--- config.mk ---
export PLATFORM = sky130hd
export DESIGN_NAME = sram_bus_bridge_flat
export DESIGN_NICKNAME = d
export VERILOG_FILES = /design/src/rtl/sram_bus_bridge_if.sv /design/src/rtl/sram_bus_bridge.sv /design/src/flat_wrapper.sv
export SDC_FILE = /design/constraint.sdc
export NUM_CORES = 1
export LEC_CHECK = 0
export CORE_AREA = 2 2 93 117
export CTS_CLUSTER_DIAMETER = 80
export DETAILED_ROUTE_END_ITERATION = 10
export DIE_AREA = 0 0 95 119
export PLACE_DENSITY = 0.71
export SETUP_SLACK_MARGIN = 0.02
export SLEW_MARGIN = 20
export SYNTH_ARGS = -nofsm -noshare
export SYNTH_HDL_FRONTEND = slang
export SYNTH_SLANG_ARGS = --single-unit
--- constraint.sdc ---
create_clock -name clk -period 2.4 [get_ports clk]
set_input_delay 0.48 -clock clk [delete_from_list [all_inputs] [get_ports clk]]
set_output_delay 0.48 -clock clk [all_outputs]
set_load 0.01 [all_outputs]
--- src/rtl/sram_bus_bridge_if.sv ---
// Pin-side SRAM bus and memory-side request signals of one sram_bus_bridge.
// The bridge uses the slave view; pads and memory use the master view.
interface sram_bus_bridge_if #(
    parameter int ADDR_W = 22,
    parameter int DATA_W = 16
);
    logic              bus_cs_n;
    logic              bus_we_n;
    logic              bus_oe_n;
    logic [ADDR_W-1:0] bus_addr;
    logic [DATA_W-1:0] bus_din;
    logic [DATA_W-1:0] bus_dout;
    logic              bus_dout_oe;
    logic              mem_ce;
    logic              mem_ce2;
    logic              mem_lb;
    logic              mem_w_en;
    logic              mem_r_en;
    logic [ADDR_W-1:0] mem_w_addr;
    logic [ADDR_W-1:0] mem_r_addr;
    logic [DATA_W-1:0] mem_w_data;
    logic [DATA_W-1:0] mem_r_data;

    modport slave (
        input  bus_cs_n, bus_we_n, bus_oe_n, bus_addr, bus_din, mem_r_data,
        output bus_dout, bus_dout_oe, mem_ce, mem_ce2, mem_lb,
               mem_w_en, mem_r_en, mem_w_addr, mem_r_addr, mem_w_data
    );

    modport master (
        output bus_cs_n, bus_we_n, bus_oe_n, bus_addr, bus_din, mem_r_data,
        input  bus_dout, bus_dout_oe, mem_ce, mem_ce2, mem_lb,
               mem_w_en, mem_r_en, mem_w_addr, mem_r_addr, mem_w_data
    );
endinterface

--- src/rtl/sram_bus_bridge.sv ---
// Turns asynchronous SRAM-style strobes into single-cycle synchronous memory
// requests and returns read data to the pads with a registered output enable.
module sram_bus_bridge #(
    parameter int ADDR_W = 22,
    parameter int DATA_W = 16,
    parameter int RD_LAT = 1
) (
    input  logic               clk,
    input  logic               rst_n,
    sram_bus_bridge_if.slave   bus,
    output logic               busy,
    output logic               ovl_err
);
    localparam int CNT_W = 3;

    typedef enum logic [2:0] {
        IDLE    = 3'd0,
        WR_REQ  = 3'd1,
        WR_HOLD = 3'd2,
        RD_REQ  = 3'd3,
        RD_WAIT = 3'd4,
        RD_HOLD = 3'd5
    } state_t;

    state_t            state_q, state_d;
    logic              cs_meta_q, cs_sync_q, we_meta_q, we_sync_q, oe_meta_q, oe_sync_q;
    logic              cs_meta_d, cs_sync_d, we_meta_d, we_sync_d, oe_meta_d, oe_sync_d;
    logic [CNT_W-1:0]  cnt_q, cnt_d;
    logic              w_en_q, w_en_d, r_en_q, r_en_d;
    logic [ADDR_W-1:0] w_addr_q, w_addr_d, r_addr_q, r_addr_d;
    logic [DATA_W-1:0] w_data_q, w_data_d, dout_q, dout_d;
    logic              dout_oe_q, dout_oe_d, ovl_q, ovl_d, busy_q, busy_d;
    logic              ce_q, ce_d, lb_q, lb_d;
    logic              cs_s, wr_s, rd_s;

    assign cs_s = !cs_sync_q;
    assign wr_s = cs_s & !we_sync_q;
    assign rd_s = cs_s & !oe_sync_q & we_sync_q;

    // Next-state and next-output computation for every flop in the bridge.
    always_comb begin
        cs_meta_d = bus.bus_cs_n;
        cs_sync_d = cs_meta_q;
        we_meta_d = bus.bus_we_n;
        we_sync_d = we_meta_q;
        oe_meta_d = bus.bus_oe_n;
        oe_sync_d = oe_meta_q;
        state_d   = state_q;
        cnt_d     = cnt_q;
        w_en_d    = 1'b0;
        r_en_d    = 1'b0;
        w_addr_d  = '0;
        r_addr_d  = '0;
        w_data_d  = '0;
        dout_d    = dout_q;
        dout_oe_d = 1'b0;
        ovl_d     = ovl_q;
        ce_d      = 1'b1;
        lb_d      = 1'b1;
        case (state_q)
            IDLE: begin
                if (wr_s) begin
                    state_d  = WR_REQ;
                    w_en_d   = 1'b1;
                    w_addr_d = bus.bus_addr;
                    w_data_d = bus.bus_din;
                end else if (rd_s) begin
                    state_d  = RD_REQ;
                    r_en_d   = 1'b1;
                    r_addr_d = bus.bus_addr;
                end else begin
                    state_d = IDLE;
                end
            end
            WR_REQ: state_d = WR_HOLD;
            WR_HOLD: begin
                if (!wr_s) begin
                    state_d = IDLE;
                end else begin
                    state_d = WR_HOLD;
                end
            end
            RD_REQ: begin
                cnt_d   = CNT_W'(RD_LAT);
                state_d = RD_WAIT;
            end
            RD_WAIT: begin
                // A count of one here means r_data is valid in this cycle.
                if (!rd_s) begin
                    ovl_d   = 1'b1;
                    state_d = IDLE;
                end else if (cnt_q <= 3'd1) begin
                    cnt_d     = 3'd0;
                    dout_d    = bus.mem_r_data;
                    dout_oe_d = 1'b1;
                    state_d   = RD_HOLD;
                end else begin
                    cnt_d = cnt_q - 3'd1;
                end
            end
            RD_HOLD: begin
                if (rd_s) begin
                    dout_oe_d = 1'b1;
                end else begin
                    state_d = IDLE;
                end
            end
            default: state_d = IDLE;
        endcase
        busy_d = (state_d != IDLE);
    end

    // State and output registers; synchronizers reset to the inactive level.
    always_ff @(posedge clk) begin
        if (!rst_n) begin
            cs_meta_q <= 1'b1;
            cs_sync_q <= 1'b1;
            we_meta_q <= 1'b1;
            we_sync_q <= 1'b1;
            oe_meta_q <= 1'b1;
            oe_sync_q <= 1'b1;
            state_q   <= IDLE;
            cnt_q     <= 3'd0;
            w_en_q    <= 1'b0;
            r_en_q    <= 1'b0;
            w_addr_q  <= '0;
            r_addr_q  <= '0;
            w_data_q  <= '0;
            dout_q    <= '0;
            dout_oe_q <= 1'b0;
            ovl_q     <= 1'b0;
            busy_q    <= 1'b0;
            ce_q      <= 1'b0;
            lb_q      <= 1'b0;
        end else begin
            cs_meta_q <= cs_meta_d;
            cs_sync_q <= cs_sync_d;
            we_meta_q <= we_meta_d;
            we_sync_q <= we_sync_d;
            oe_meta_q <= oe_meta_d;
            oe_sync_q <= oe_sync_d;
            state_q   <= state_d;
            cnt_q     <= cnt_d;
            w_en_q    <= w_en_d;
            r_en_q    <= r_en_d;
            w_addr_q  <= w_addr_d;
            r_addr_q  <= r_addr_d;
            w_data_q  <= w_data_d;
            dout_q    <= dout_d;
            dout_oe_q <= dout_oe_d;
            ovl_q     <= ovl_d;
            busy_q    <= busy_d;
            ce_q      <= ce_d;
            lb_q      <= lb_d;
        end
    end

    assign bus.bus_dout    = dout_q;
    assign bus.bus_dout_oe = dout_oe_q;
    assign bus.mem_ce      = ce_q;
    assign bus.mem_ce2     = 1'b0;
    assign bus.mem_lb      = lb_q;
    assign bus.mem_w_en    = w_en_q;
    assign bus.mem_r_en    = r_en_q;
    assign bus.mem_w_addr  = w_addr_q;
    assign bus.mem_r_addr  = r_addr_q;
    assign bus.mem_w_data  = w_data_q;
    assign busy            = busy_q;
    assign ovl_err         = ovl_q;
endmodule

--- src/flat_wrapper.sv ---
// flat-port wrapper written by rule: the top's interface ports become plain ports
module sram_bus_bridge_flat 
#(
    parameter int ADDR_W = 22,
    parameter int DATA_W = 16,
    parameter int RD_LAT = 1
)
  (clk, rst_n, busy, ovl_err, bus_bus_cs_n, bus_bus_we_n, bus_bus_oe_n, bus_bus_addr, bus_bus_din, bus_mem_r_data, bus_bus_dout, bus_bus_dout_oe, bus_mem_ce, bus_mem_ce2, bus_mem_lb, bus_mem_w_en, bus_mem_r_en, bus_mem_w_addr, bus_mem_r_addr, bus_mem_w_data);
  sram_bus_bridge_if #(.ADDR_W(ADDR_W), .DATA_W(DATA_W)) bus_i ();
  input  logic clk;
  input  logic rst_n;
  output logic busy;
  output logic ovl_err;
  input wire logic [$bits(bus_i.bus_cs_n)-1:0] bus_bus_cs_n;
  input wire logic [$bits(bus_i.bus_we_n)-1:0] bus_bus_we_n;
  input wire logic [$bits(bus_i.bus_oe_n)-1:0] bus_bus_oe_n;
  input wire logic [$bits(bus_i.bus_addr)-1:0] bus_bus_addr;
  input wire logic [$bits(bus_i.bus_din)-1:0] bus_bus_din;
  input wire logic [$bits(bus_i.mem_r_data)-1:0] bus_mem_r_data;
  output wire logic [$bits(bus_i.bus_dout)-1:0] bus_bus_dout;
  output wire logic [$bits(bus_i.bus_dout_oe)-1:0] bus_bus_dout_oe;
  output wire logic [$bits(bus_i.mem_ce)-1:0] bus_mem_ce;
  output wire logic [$bits(bus_i.mem_ce2)-1:0] bus_mem_ce2;
  output wire logic [$bits(bus_i.mem_lb)-1:0] bus_mem_lb;
  output wire logic [$bits(bus_i.mem_w_en)-1:0] bus_mem_w_en;
  output wire logic [$bits(bus_i.mem_r_en)-1:0] bus_mem_r_en;
  output wire logic [$bits(bus_i.mem_w_addr)-1:0] bus_mem_w_addr;
  output wire logic [$bits(bus_i.mem_r_addr)-1:0] bus_mem_r_addr;
  output wire logic [$bits(bus_i.mem_w_data)-1:0] bus_mem_w_data;
  assign bus_i.bus_cs_n = bus_bus_cs_n;
  assign bus_i.bus_we_n = bus_bus_we_n;
  assign bus_i.bus_oe_n = bus_bus_oe_n;
  assign bus_i.bus_addr = bus_bus_addr;
  assign bus_i.bus_din = bus_bus_din;
  assign bus_i.mem_r_data = bus_mem_r_data;
  assign bus_bus_dout = bus_i.bus_dout;
  assign bus_bus_dout_oe = bus_i.bus_dout_oe;
  assign bus_mem_ce = bus_i.mem_ce;
  assign bus_mem_ce2 = bus_i.mem_ce2;
  assign bus_mem_lb = bus_i.mem_lb;
  assign bus_mem_w_en = bus_i.mem_w_en;
  assign bus_mem_r_en = bus_i.mem_r_en;
  assign bus_mem_w_addr = bus_i.mem_w_addr;
  assign bus_mem_r_addr = bus_i.mem_r_addr;
  assign bus_mem_w_data = bus_i.mem_w_data;
  sram_bus_bridge #(.ADDR_W(ADDR_W), .DATA_W(DATA_W), .RD_LAT(RD_LAT)) u_core (.clk(clk), .rst_n(rst_n), .bus(bus_i), .busy(busy), .ovl_err(ovl_err));
endmodule
# Word level (Yosys, flattened, before mapping)
# Index checks and enable logic that the tools add are counted.
[word_totals] ff_bits=94 elab_cells=61 input_bits=59
[classes] n_eq_ne=6 order_cmp=1 n_bitwise=6 add_sub_neg=1 n_mux=16 n_reduce_logical=13
[op_table] op="2-to-1 mux 3 bit" count=6
[op_table] op="case mux 3 bit (6 select lines)" count=1
[op_table] op="equality test 3 x 2 -> 1 bit (second input constant)" count=2
[op_table] op="equality test 3 bit (second input constant)" count=2
[op_table] op="case mux 3 bit (2 select lines)" count=1
[op_table] op="AND reduction 2 bit" count=3
[op_table] op="AND reduction 3 bit" count=2
[op_table] op="2-to-1 mux 1 bit" count=5
[op_table] op="2-to-1 mux 2 bit" count=2
[op_table] op="OR reduction 4 bit" count=1
[op_table] op="AND 1 bit" count=3
[op_table] op="equality test 3 x 1 -> 1 bit (second input constant)" count=1
[op_table] op="less-or-equal comparator 3 x 1 -> 1 bit (second input constant)" count=1
[op_table] op="logical NOT 1 bit" count=3
[op_table] op="logical NOT 3 bit" count=1
[op_table] op="inverter 1 bit" count=3
[op_table] op="nonzero test 3 bit" count=1
[op_table] op="OR reduction 3 bit" count=1
[op_table] op="subtractor 3 x 1 -> 3 bit (second input constant)" count=1
[op_table] op="inequality test 2 x 1 -> 1 bit (second input constant)" count=1
[op_table] op="case mux 1 bit (2 select lines)" count=1
[op_table] op="nonzero test 2 bit" count=1

# Depth between registers and ports, before layout
# Gate-level depths: netlist (run 1).
[logic_depth] word_depth=7 ltp_mapped=7 mapped_depth_nobuf=6

# Worst setup path after synthesis (run 1)
# OpenSTA, ideal clock, no wires.
[synth_timing] kind="register to register" startpoint="reg u_core.we_sync_q" endpoint="reg u_core.dout_q[10] (netlist: u_core.bus.bus_dout[10])" slack_ns=0.475 path_stages_with_launch=7 t_arrival_ns=1.797 setup_ns=0.128 cell_sequence="dfxtp_1 or3b_1 buf_6 nor4_4 buf_8 mux2i_1 nor2_1"
[synth_via] elab_chain_cells=2
[synth_lines] item="start: declaration" line_no="sram_bus_bridge.sv:26" rtl="logic cs_meta_q, cs_sync_q, we_meta_q, we_sync_q, oe_meta_q, oe_sync_q;"
[synth_lines] item="start signal: assignment" line_no="sram_bus_bridge.sv:139" rtl="we_sync_q <= we_sync_d;"
[synth_lines] item="AND 1 bit" line_no="sram_bus_bridge.sv:38" rtl="assign rd_s = cs_s & !oe_sync_q & we_sync_q;"
[synth_lines] item="AND reduction 3 bit (no source line)"
[synth_lines] item="end signal: assignment" line_no="sram_bus_bridge.sv:149" rtl="dout_q <= dout_d;"
[synth_lines] item="end: declaration" line_no="sram_bus_bridge.sv:31" rtl="logic [DATA_W-1:0] w_data_q, w_data_d, dout_q, dout_d;"
# No other way between the ends.
# A chain may end at the register's enable or synchronous reset.

# Worst setup path in the final report (run 1)
[layout_timing] startpoint="reg u_core.we_sync_q" endpoint="reg u_core.cnt_q[1]"
[layout_via] elab_chain_cells=3
[layout_lines] item="AND 1 bit" line_no="sram_bus_bridge.sv:38"
[layout_lines] item="inequality test 2 x 1 -> 1 bit (no source line)"
[layout_lines] item="AND reduction 2 bit (no source line)"
[layout_lines] item="end signal: assignment" line_no="sram_bus_bridge.sv:143" rtl="cnt_q <= cnt_d;"
[layout_lines] item="end: declaration" line_no="sram_bus_bridge.sv:28" rtl="logic [CNT_W-1:0] cnt_q, cnt_d;"
# No other way between the ends.

==> impl_metrics.ini, run 1 <==
[run_status]
status = completed

[timing]
hold_violations = 0
report.final.setup_viol = 0
fmax_mhz = 518
setup_total_negative_slack_ns = 0
timing.final.max_slew_violations = 0
post-route-period-util = 0.804
worst_clock_skew_ns = 0.00591
grt_setup_unrepaired = false
final.min_clock_period_ns = 1.93

[setup_path]
nature_of_the_critical_path_endpoint = register
critPathRequiredTime_ns = 2.64
setup.worst_path.start = u_core.we_sync_q$_SDFF_PN1_
critical_path_fanout_max = 7
max_stage_delay_ns = 0.51
timing.critical_path.max_delay_family = simple AND/OR/NAND/NOR gates
crit_chain = or3b_1, o22ai_2, or3b_1, o32ai_1
cp.arrival_ns = 2.17
crit_path_start_kind = register
crit_type = register to register
worst_r2r_startpoint = u_core.we_sync_q$_SDFF_PN1_
cpMostUsedCell = sky130_fd_sc_hd__or3b_1
cpMaxStageDelayCell = sky130_fd_sc_hd__or3b_1
crit_path_buffers_inverters = 0

[detailed_routing]
firstDrtPassIters = 4
detail-route-antenna-nets = 0
detailedRoute.firstIterationViolations = 52
postRouteWirelength_um = 6510
avgRoutedWirePerCell_um = 12.3
drc_errors = 0
dr_total_vias = 2124
drt-vias-per-instance = 4.01

[global_route]
grt_pass1_vias = 1975
antenna_found_initial = 1
grt_pass1_wl_um = 9590
grt_util_all_layers = 0.115
largest_net_degree_at_the_start_of_global_routing = 40
overflow = 0

[pwr]
share_clk_of_total_power = 0.475
seqPwrFrac = 0.484
switching_share = 0.195
power_per_cell_area_nw_per_um2 = 684
peak_supply_drop_v = 0.000346
cell_internal_pwr_mw = 2.62
power_switching_mw = 0.635
pwr-share-comb = 0.041
power.static_leakage_nw = 1.80
p_total_mw = 3.25

[cells_and_area]
area_delta_synth_final_pct = 65.3
top_library_cells_by_usage_in_the_layout_fill_and_taps_aside = sky130_fd_sc_hd__clkdlybuf4s50_1, sky130_fd_sc_hd__dfxtp_1, sky130_fd_sc_hd__and2_1, sky130_fd_sc_hd__nor2_1, sky130_fd_sc_hd__mux2i_1
non_filler_cells_final = 530
finalNetCount = 453
final_util = 0.459
most_common_cell_after_layout_fill_and_taps_aside = sky130_fd_sc_hd__clkdlybuf4s50_1
finish.instance_area_um2 = 4750
layout-drive-gt1-share = 0.0655

[place]
hpwlAfterDp_um = 4730
gp_congestion = 0.688
dpl.cell_count = 513
buffer_ports.inserted = 141
place_area_um2 = 4420

[flow_run]
max_cap_viol_count = 0

[synth]
synth_seq_cells = 94
post_synth_instance_area_um2 = 2880
yosys.cell_types.count = 33
mapped_cells = 248
yosysWarningCount = 0
synthesis.nets = 309
synthesis.area_per_instance_um2 = 11.6
ys_seq_area_frac = 0.654

[cts]
cts_num_sinks = 94
clock_tree.buffer_depth = 2
cts-buffers-inserted = 9
cts.reportedPaths.clkPinSlew_ns = 0.06
clk_latency_ns = 0.34
postCtsSetupBuffers = 0
h-tree-depth = 3
ctsHoldBuffers = 0
tritoncts = built
clock_tree.root_cell = sky130_fd_sc_hd__clkbuf_16
cts.repair.resized = 0

[die]
die_area_um2 = 11300
initial_core_util = 0.278
ioPinCount = 143
placement_rows = 42
floorplan.die.width_um = 95
dieHeight_um = 119
core_area_um2 = 10400

[hold_path]
worst_hold_startpoint = u_core.cs_meta_q$_SDFF_PN1_
min_path_type = register to register
## power by group through the flow
stage / logic (mW) / registers (mW) / clock network [mW]
2_1_floorplan: 0.0208 / 1.61 / 0
3_3_place_gp: 0.134 / 1.61 / 0
3_5_place_dp: 0.135 / 1.61 / 0
4_1_cts: 0.136 / 1.57 / 1.59
5_1_grt: 0.145 / 1.57 / 1.64
6_report: 0.134 / 1.57 / 1.54
## cells in the mapped netlist
master	instances	area, um^2
sky130_fd_sc_hd__a211o_2	1	10.0
sky130_fd_sc_hd__o21a_1	2	15.0
sky130_fd_sc_hd__nor3b_1	1	7.51
sky130_fd_sc_hd__buf_4	2	15.0
sky130_fd_sc_hd__and2_1	60	375
sky130_fd_sc_hd__conb_1	1	3.75
sky130_fd_sc_hd__nand2b_1	6	37.5
sky130_fd_sc_hd__nand2_1	5	18.8
sky130_fd_sc_hd__ha_1	2	25.0
sky130_fd_sc_hd__nand3b_1	1	7.51
sky130_fd_sc_hd__nor2_1	22	82.6
sky130_fd_sc_hd__o21ai_0	2	10.0
sky130_fd_sc_hd__inv_1	5	18.8
sky130_fd_sc_hd__o211ai_1	1	7.51
sky130_fd_sc_hd__o21ba_2	1	10.0
sky130_fd_sc_hd__buf_6	1	11.3
sky130_fd_sc_hd__o32ai_1	1	8.76
sky130_fd_sc_hd__nand4b_1	1	8.76
sky130_fd_sc_hd__a31oi_1	1	6.26
sky130_fd_sc_hd__clkbuf_1	9	33.8
sky130_fd_sc_hd__o22ai_2	1	12.5
sky130_fd_sc_hd__o22ai_1	1	6.26
sky130_fd_sc_hd__buf_8	1	15.0
sky130_fd_sc_hd__or3b_1	3	26.3
sky130_fd_sc_hd__dfxtp_1	94	1880
sky130_fd_sc_hd__mux2i_1	16	160
sky130_fd_sc_hd__a21oi_1	1	5.00
sky130_fd_sc_hd__nor4b_1	1	8.76
sky130_fd_sc_hd__o211a_1	1	10.0
sky130_fd_sc_hd__nor4_4	1	21.3
sky130_fd_sc_hd__clkinv_1	1	3.75
sky130_fd_sc_hd__nor2b_1	1	6.26
sky130_fd_sc_hd__nor3_1	1	5.00
## metrics by stage
stage / hold slack (ns) / setup WS [ns]
floorplan: 0.386 / 0.475
global placement: 0.392 / 0.429
detailed placement: 0.392 / 0.383
CTS: 0.407 / 0.476
global route: 0.425 / 0.371
finish: 0.406 / 0.470
## routing by layer
metal,routed length [um],track usage
met1,2480,0.109
met3,582,0.0500
met2,3290,0.198
met4,150,0.0707
met5,0,0
## flip-flops by register name (all words and copies together), names as in the netlist, 3 cells and up
| register | cells |
|---|---|
| u_core.bus.mem_w_data | 16 |
| u_core.cnt_q | 3 |
| u_core.bus.mem_r_addr | 22 |
| u_core.state_q | 3 |
| u_core.bus.mem_w_addr | 22 |
| u_core.bus.bus_dout | 16 |
## worst register-to-register path, cell delays in order, from the launching register on
cell and delay (ns):
sky130_fd_sc_hd__dfxtp_1 0.39, sky130_fd_sc_hd__or3b_1 0.51, sky130_fd_sc_hd__o22ai_2 0.29, sky130_fd_sc_hd__or3b_1 0.41, sky130_fd_sc_hd__o32ai_1 0.24
## kinds of logic after synthesis
kind of cell             count (synthesis)  share of synthesized area
AO/OA/AOI/OAI                           13                     0.0352
other                                    1                    0.00130
flip-flops                              94                      0.654
buffers and inverters                   19                     0.0339
multiplexers                            16                     0.0557
adder cells (fa/ha/maj)                  2                    0.00870
AND/OR/NAND/NOR                        103                      0.211
## worst paths after layout
path                                        to  slack [ns]  depth (start not counted)
setup / recovery  u_core.cnt_q[1]$_SDFFE_PN0P_        0.47                          4
hold / removal     u_core.cs_sync_q$_SDFF_PN1_        0.41                          1
setup reg to reg  u_core.cnt_q[1]$_SDFFE_PN0P_        0.47                          4
hold reg to reg    u_core.cs_sync_q$_SDFF_PN1_        0.41                          1
## final cells by class
cell class                 instances  area [um^2]
clock inverter                     6         92.6
fill                             961         5600
antenna                            1         2.50
tap                              132          165
sequential                        94         1880
timing repair buffer             146         1450
multi-input combinational        135          901
clock buffer                      10          239
inverter                           6         22.5
Power figures use the tool's default switching activity.
==> run 2, diff against run 1 <==
==> constraint.sdc (replaced) <==
create_clock -name clk -period 2 [get_ports clk]
set_input_delay 0.4 -clock clk [delete_from_list [all_inputs] [get_ports clk]]
set_output_delay 0.4 -clock clk [all_outputs]
set_load 0.01 [all_outputs]
==> run 2 against run 1 <==
Die area unchanged. Utilization increased by 0.53 points. Clock skew decreased by 0.00075 ns. Hold slack improved by 0.0022 ns. Sequential power increased by 20%. Critical path depth unchanged. Count of clock-buffer cells in the layout unchanged. Clock power increased by 25%. Setup slack got worse by 0.34 ns. Final area increased by 1.2%. Largest cell class unchanged. Largest power group is now clock.
==> impl_metrics.ini, run 2 (same netlist as run 1, synthesis figures left out) <==
[timing]
timing.final.max_slew_violations = 0
setup_total_negative_slack_ns = 0
post-route-period-util = 0.936
report.final.setup_viol = 0
fmax_mhz = 534
worst_clock_skew_ns = 0.00516
final.min_clock_period_ns = 1.87
grt_setup_unrepaired = false
hold_violations = 0

[cells_and_area]
finalNetCount = 454
register_area_um2 = 1880
non_filler_cells_final = 530
area_of_the_multi_input_gates_um2 = 901
insertedDiodeCount = 0
area_delta_synth_final_pct = 67.2
most_common_cell_after_layout_fill_and_taps_aside = sky130_fd_sc_hd__clkdlybuf4s50_1
filler_cell_count = 972
layout-drive-gt1-share = 0.0653
top_library_cells_by_usage_in_the_layout_fill_and_taps_aside = sky130_fd_sc_hd__clkdlybuf4s50_1, sky130_fd_sc_hd__dfxtp_1, sky130_fd_sc_hd__and2_1, sky130_fd_sc_hd__nor2_1, sky130_fd_sc_hd__mux2i_1

[global_route]
grt_pass1_vias = 2104
grt_util_all_layers = 0.120
overflow = 0
largest_net_degree_at_the_start_of_global_routing = 40
antenna_found_initial = 0
grt_pass1_wl_um = 10100

[detailed_routing]
detailedRoute.firstIterationViolations = 68
detail-route-antenna-nets = 0
firstDrtPassIters = 4
drt-vias-per-instance = 4.07
drc_errors = 0
dr_total_vias = 2155
avgRoutedWirePerCell_um = 12.3
postRouteWirelength_um = 6540

[setup_path]
cpMostUsedCell = sky130_fd_sc_hd__or3b_1
worst_r2r_startpoint = u_core.state_q[2]$_SDFF_PN0_
reg2reg_setup_slack_ns = 0.13
critPathRequiredTime_ns = 2.23
crit_type = register to register
setup.worst_path.start = u_core.state_q[2]$_SDFF_PN0_
r2r-end = u_core.cnt_q[1]$_SDFFE_PN0P_
nature_of_the_critical_path_endpoint = register
crit_path_start_kind = register
cp.arrival_ns = 2.10
crit_chain = or3b_1, o22ai_2, or3b_1, o32ai_1
critical_path_fanout_max = 6
cpMaxStageDelayCell = sky130_fd_sc_hd__or3b_1
max_stage_delay_ns = 0.48
r2r_cells = 4
endpoint = u_core.cnt_q[1]$_SDFFE_PN0P_

[die]
dieHeight_um = 119
ioPinCount = 143
floorplan.die.width_um = 95
die_area_um2 = 11300
core_area_um2 = 10400
placement_rows = 42
initial_core_util = 0.278

[cts]
clock_tree.buffer_depth = 2
cts-buffers-inserted = 9
cts.reportedPaths.clkPinSlew_ns = 0.06
clk_latency_ns = 0.34
h-tree-depth = 3
cts.repair.resized = 0
postCtsSetupBuffers = 0
ctsHoldBuffers = 0
cts_num_sinks = 94
tritoncts = built
clock_tree.root_cell = sky130_fd_sc_hd__clkbuf_16

[hold_path]
min_path_type = register to register

[place]
buffer_ports.inserted = 141
dpl.cell_count = 514
hpwlAfterDp_um = 4870
gp_congestion = 0.736

[run_status]
status = completed

[pwr]
power_per_cell_area_nw_per_um2 = 828
power.static_leakage_nw = 1.82
peak_supply_drop_v = 0.000375

[flow_run]
max_cap_viol_count = 0
==> run 2: cell count changes in the layout (fill, tap and decap cells not counted) <==
cell and delta:
sky130_fd_sc_hd__clkbuf_1 +1, sky130_fd_sc_hd__clkinvlp_4 -1, sky130_fd_sc_hd__inv_6 +1, sky130_fd_sc_hd__diode_2 -1, sky130_fd_sc_hd__buf_4 -2, sky130_fd_sc_hd__clkinv_4 -1, sky130_fd_sc_hd__buf_12 +3, sky130_fd_sc_hd__clkbuf_8 -1
sky130_fd_sc_hd__bufinv_16 +1
==> run 2: cell type report <==
cell class / instances / area share
tap: 132 / 0.0343
inverter: 6 / 0.00468
timing repair buffer: 147 / 0.311
multi-input combinational: 135 / 0.187
sequential: 94 / 0.391
clock inverter: 6 / 0.0239
clock buffer: 10 / 0.0476
==> run 2: per-stage QoR <==
| step | instance area [um^2] | utilization | power (mW) | setup WS (ns) | hold WS, ns |
|---|---|---|---|---|---|
| detailed placement | 4460 | 0.431 | 2.09 | 0.125 | 0.396 |
| finish | 4810 | 0.464 | 3.98 | 0.128 | 0.409 |
| floorplan | 2880 | - | 1.96 | 0.0752 | 0.386 |
| CTS | 4810 | 0.464 | 4.05 | 0.131 | 0.414 |
| global placement | 4460 | 0.431 | 2.09 | 0.188 | 0.392 |
| global route | 4810 | 0.464 | 4.12 | 0.0395 | 0.426 |
==> run 2: worst min path at each step <==
stage	startpoint	endpoint	slack (ns)	cells after the start
floorplan	u_core.cs_meta_q$_SDFF_PN1_	u_core.cs_sync_q$_SDFF_PN1_	0.39	1
global placement	u_core.oe_meta_q$_SDFF_PN1_	u_core.oe_sync_q$_SDFF_PN1_	0.39	1
detailed placement	u_core.we_meta_q$_SDFF_PN1_	u_core.we_sync_q$_SDFF_PN1_	0.40	1
CTS	u_core.we_meta_q$_SDFF_PN1_	u_core.we_sync_q$_SDFF_PN1_	0.41	1
global route	u_core.cs_meta_q$_SDFF_PN1_	u_core.cs_sync_q$_SDFF_PN1_	0.43	1
finish	u_core.we_meta_q$_SDFF_PN1_	u_core.we_sync_q$_SDFF_PN1_	0.41	1
==> run 2: worst max-delay path, delay by kind of cell, from the launching register on <==
kind | cells | cell delay [ns]
AND/OR/NAND/NOR | 2 | 0.87
AO/OA/AOI/OAI | 2 | 0.49
flip-flops | 1 | 0.42
==> run 2: report_power, final <==
part / internal [mW] / leakage [nW] / total, mW / switching, mW
clock: 1.23 / 0.164 / 1.93 / 0.701
combinational: 0.121 / 0.900 / 0.161 / 0.0399
sequential: 1.88 / 0.759 / 1.89 / 0.00502
==> run 2: layer usage <==
| metal | global-route usage | share of wire | wire (um) | vias to the layer above |
|---|---|---|---|---|
| met2 | 0.203 | 0.52 | 3380 | 84 |
| met5 | 0 | 0 | 0 | - |
| met4 | 0.0888 | 0.036 | 235 | 0 |
| li1 | - | - | - | 1081 |
| met1 | 0.121 | 0.37 | 2390 | 976 |
| met3 | 0.0398 | 0.082 | 539 | 14 |
==> run 3, diff against run 2 <==
--- a/config.mk
+++ b/config.mk
@@ -9,9 +9,10 @@
 export CTS_CLUSTER_DIAMETER = 80
 export DETAILED_ROUTE_END_ITERATION = 10
 export DIE_AREA = 0 0 95 119
+export GPL_TIMING_DRIVEN = 0
 export PLACE_DENSITY = 0.71
 export SETUP_SLACK_MARGIN = 0.02
-export SLEW_MARGIN = 20
+export SLEW_MARGIN = 5
 export SYNTH_ARGS = -nofsm -noshare
 export SYNTH_HDL_FRONTEND = slang
 export SYNTH_SLANG_ARGS = --single-unit
==> constraint.sdc (replaced) <==
create_clock -name clk -period 2 [get_ports clk]
set_input_delay 0.2 -clock clk [delete_from_list [all_inputs] [get_ports clk]]
set_output_delay 0.2 -clock clk [all_outputs]
set_load 0.01 [all_outputs]
==> run 3 against run 2 <==
Hold slack got worse by 0.0037 ns. Total power decreased by 8.8%. Critical path type unchanged. Utilization decreased by 0.48 points.
==> impl_metrics.ini, run 3 (same netlist as run 1, synthesis figures left out) <==
[global_route]
grt_pass1_vias = 2194
global_route.usage.met1 = 0.119
use_met3 = 0.0474
grt_util_all_layers = 0.121
global_route.peak_usage_layer = met2
overflow = 0
globalRouteMet2Util = 0.209
largest_net_degree_at_the_start_of_global_routing = 15
grt_pass1_wl_um = 10300
antenna_found_initial = 1

[cts]
clk_latency_ns = 0.34
cts_num_sinks = 94
clock_tree.root_cell = sky130_fd_sc_hd__clkbuf_16
tritoncts = built
cts.reportedPaths.clkPinSlew_ns = 0.06
ctsHoldBuffers = 0
h-tree-depth = 3
clock_tree.buffer_depth = 2
cts-buffers-inserted = 9

[flow_run]
max_cap_viol_count = 0

[timing]
grt_setup_unrepaired = true
fin_hold_ws_ns = 0.405
fmax_mhz = 522
worst_clock_skew_ns = 0.00868
post-route-period-util = 0.957
layout_setup_ws_ns = 0.0852
timing.final.max_slew_violations = 0
report.final.setup_viol = 0
final.min_clock_period_ns = 1.91
hold_violations = 0

[setup_path]
cpMaxStageDelayCell = sky130_fd_sc_hd__or3b_1
nature_of_the_critical_path_endpoint = register
crit_chain = or3b_1, clkbuf_1, o22ai_2, or3b_1, o32ai_1
critical_path_fanout_max = 6
cpMostUsedCell = sky130_fd_sc_hd__or3b_1
timing.critical_path.max_delay_family = simple AND/OR/NAND/NOR gates
crit_path_start_kind = register
cp.arrival_ns = 2.15
max_stage_delay_ns = 0.41
critPathRequiredTime_ns = 2.23
crit_type = register to register
crit_path_buffers_inverters = 1

[cells_and_area]
area_delta_synth_final_pct = 65.5
register_area_um2 = 1880
filler_cell_count = 963
area_of_the_multi_input_gates_um2 = 901
layout-drive-gt1-share = 0.0713
finalNetCount = 463
top_library_cells_by_usage_in_the_layout_fill_and_taps_aside = sky130_fd_sc_hd__clkdlybuf4s50_1, sky130_fd_sc_hd__dfxtp_1, sky130_fd_sc_hd__and2_1, sky130_fd_sc_hd__nor2_1, sky130_fd_sc_hd__mux2i_1
most_common_cell_after_layout_fill_and_taps_aside = sky130_fd_sc_hd__clkdlybuf4s50_1

[detailed_routing]
drt-vias-per-instance = 4.04
drc_errors = 0
dr_total_vias = 2182
firstDrtPassIters = 4
postRouteWirelength_um = 6640
detail-route-antenna-nets = 0
detailedRoute.firstIterationViolations = 47
avgRoutedWirePerCell_um = 12.3

[die]
initial_core_util = 0.278
die_area_um2 = 11300
ioPinCount = 143
placement_rows = 42
floorplan.die.width_um = 95
core_area_um2 = 10400
dieHeight_um = 119

[pwr]
power.static_leakage_nw = 1.82
power_per_cell_area_nw_per_um2 = 763
peak_supply_drop_v = 0.000361

[hold_path]
min_path_type = register to register

[place]
gp_congestion = 0.730
buffer_ports.inserted = 141
dpl_worst_slack_ns = -0.570
hpwlAfterDp_um = 5080

[run_status]
status = completed
-- run 3: cell types whose count changed in the layout (fill, tap and decap cells not counted), moves of 2 or more --
cell,change
sky130_fd_sc_hd__inv_6,-2
sky130_fd_sc_hd__clkinv_2,+2
sky130_fd_sc_hd__clkbuf_8,+2
sky130_fd_sc_hd__buf_12,-3
sky130_fd_sc_hd__bufinv_16,-3
sky130_fd_sc_hd__clkbuf_1,+7
sky130_fd_sc_hd__clkbuf_2,+3
-- run 3: area by class of cell --
type                            count  share of cell area
Antenna cell                        1            0.000526
Buffer                             13              0.0166
Clock buffer                       13              0.0547
Clock inverter                      3             0.00394
Inverter                            6             0.00473
Multi-Input combinational cell    135               0.189
Sequential cell                    94               0.396
Tap cell                          132              0.0347
Timing Repair Buffer              143               0.300
-- run 3: final timing paths --
check | endpoint | slack [ns] | cells after the start | start
min reg2reg | u_core.cs_sync_q$_SDFF_PN1_ | 0.41 | 1 | u_core.cs_meta_q$_SDFF_PN1_
max | u_core.cnt_q[1]$_SDFFE_PN0P_ | 0.09 | 5 | u_core.state_q[0]$_SDFF_PN0_
min | u_core.cs_sync_q$_SDFF_PN1_ | 0.41 | 1 | u_core.cs_meta_q$_SDFF_PN1_
max reg2reg | u_core.cnt_q[1]$_SDFFE_PN0P_ | 0.09 | 5 | u_core.state_q[0]$_SDFF_PN0_
-- run 3: metrics by stage --
step	utilization	cell area (um^2)	total power, mW	TNS [ns]	std cells
final	0.460	4760	3.63	0	540
after global routing	0.459	4760	3.75	-0.0310	539
after CTS	0.459	4750	3.68	0	539
after detailed placement	0.430	4450	2.09	-10.99	521
after global placement	0.430	4450	2.09	-11.04	521
after floorplan	-	2880	1.96	0	248
-- run 3: timing repair --
item                       4_1_cts  5_1_grt
setup endpoints to repair       20       14
hold endpoints to repair         0        0
buffers inserted                 2        0
pin swaps                        1        0
resized for setup                2        5
-- run 3: routing by layer --
layer	vias to the layer above	wire [um]
li1	1097	-
met1	985	2500
met2	86	3370
met3	14	556
met4	0	211
met5	-	0
-- run 3: report_power, final --
part           internal, mW  switching (mW)  total (mW)
registers              1.88         0.00490        1.89
clock network         0.909           0.671        1.58
logic                 0.122          0.0410       0.162
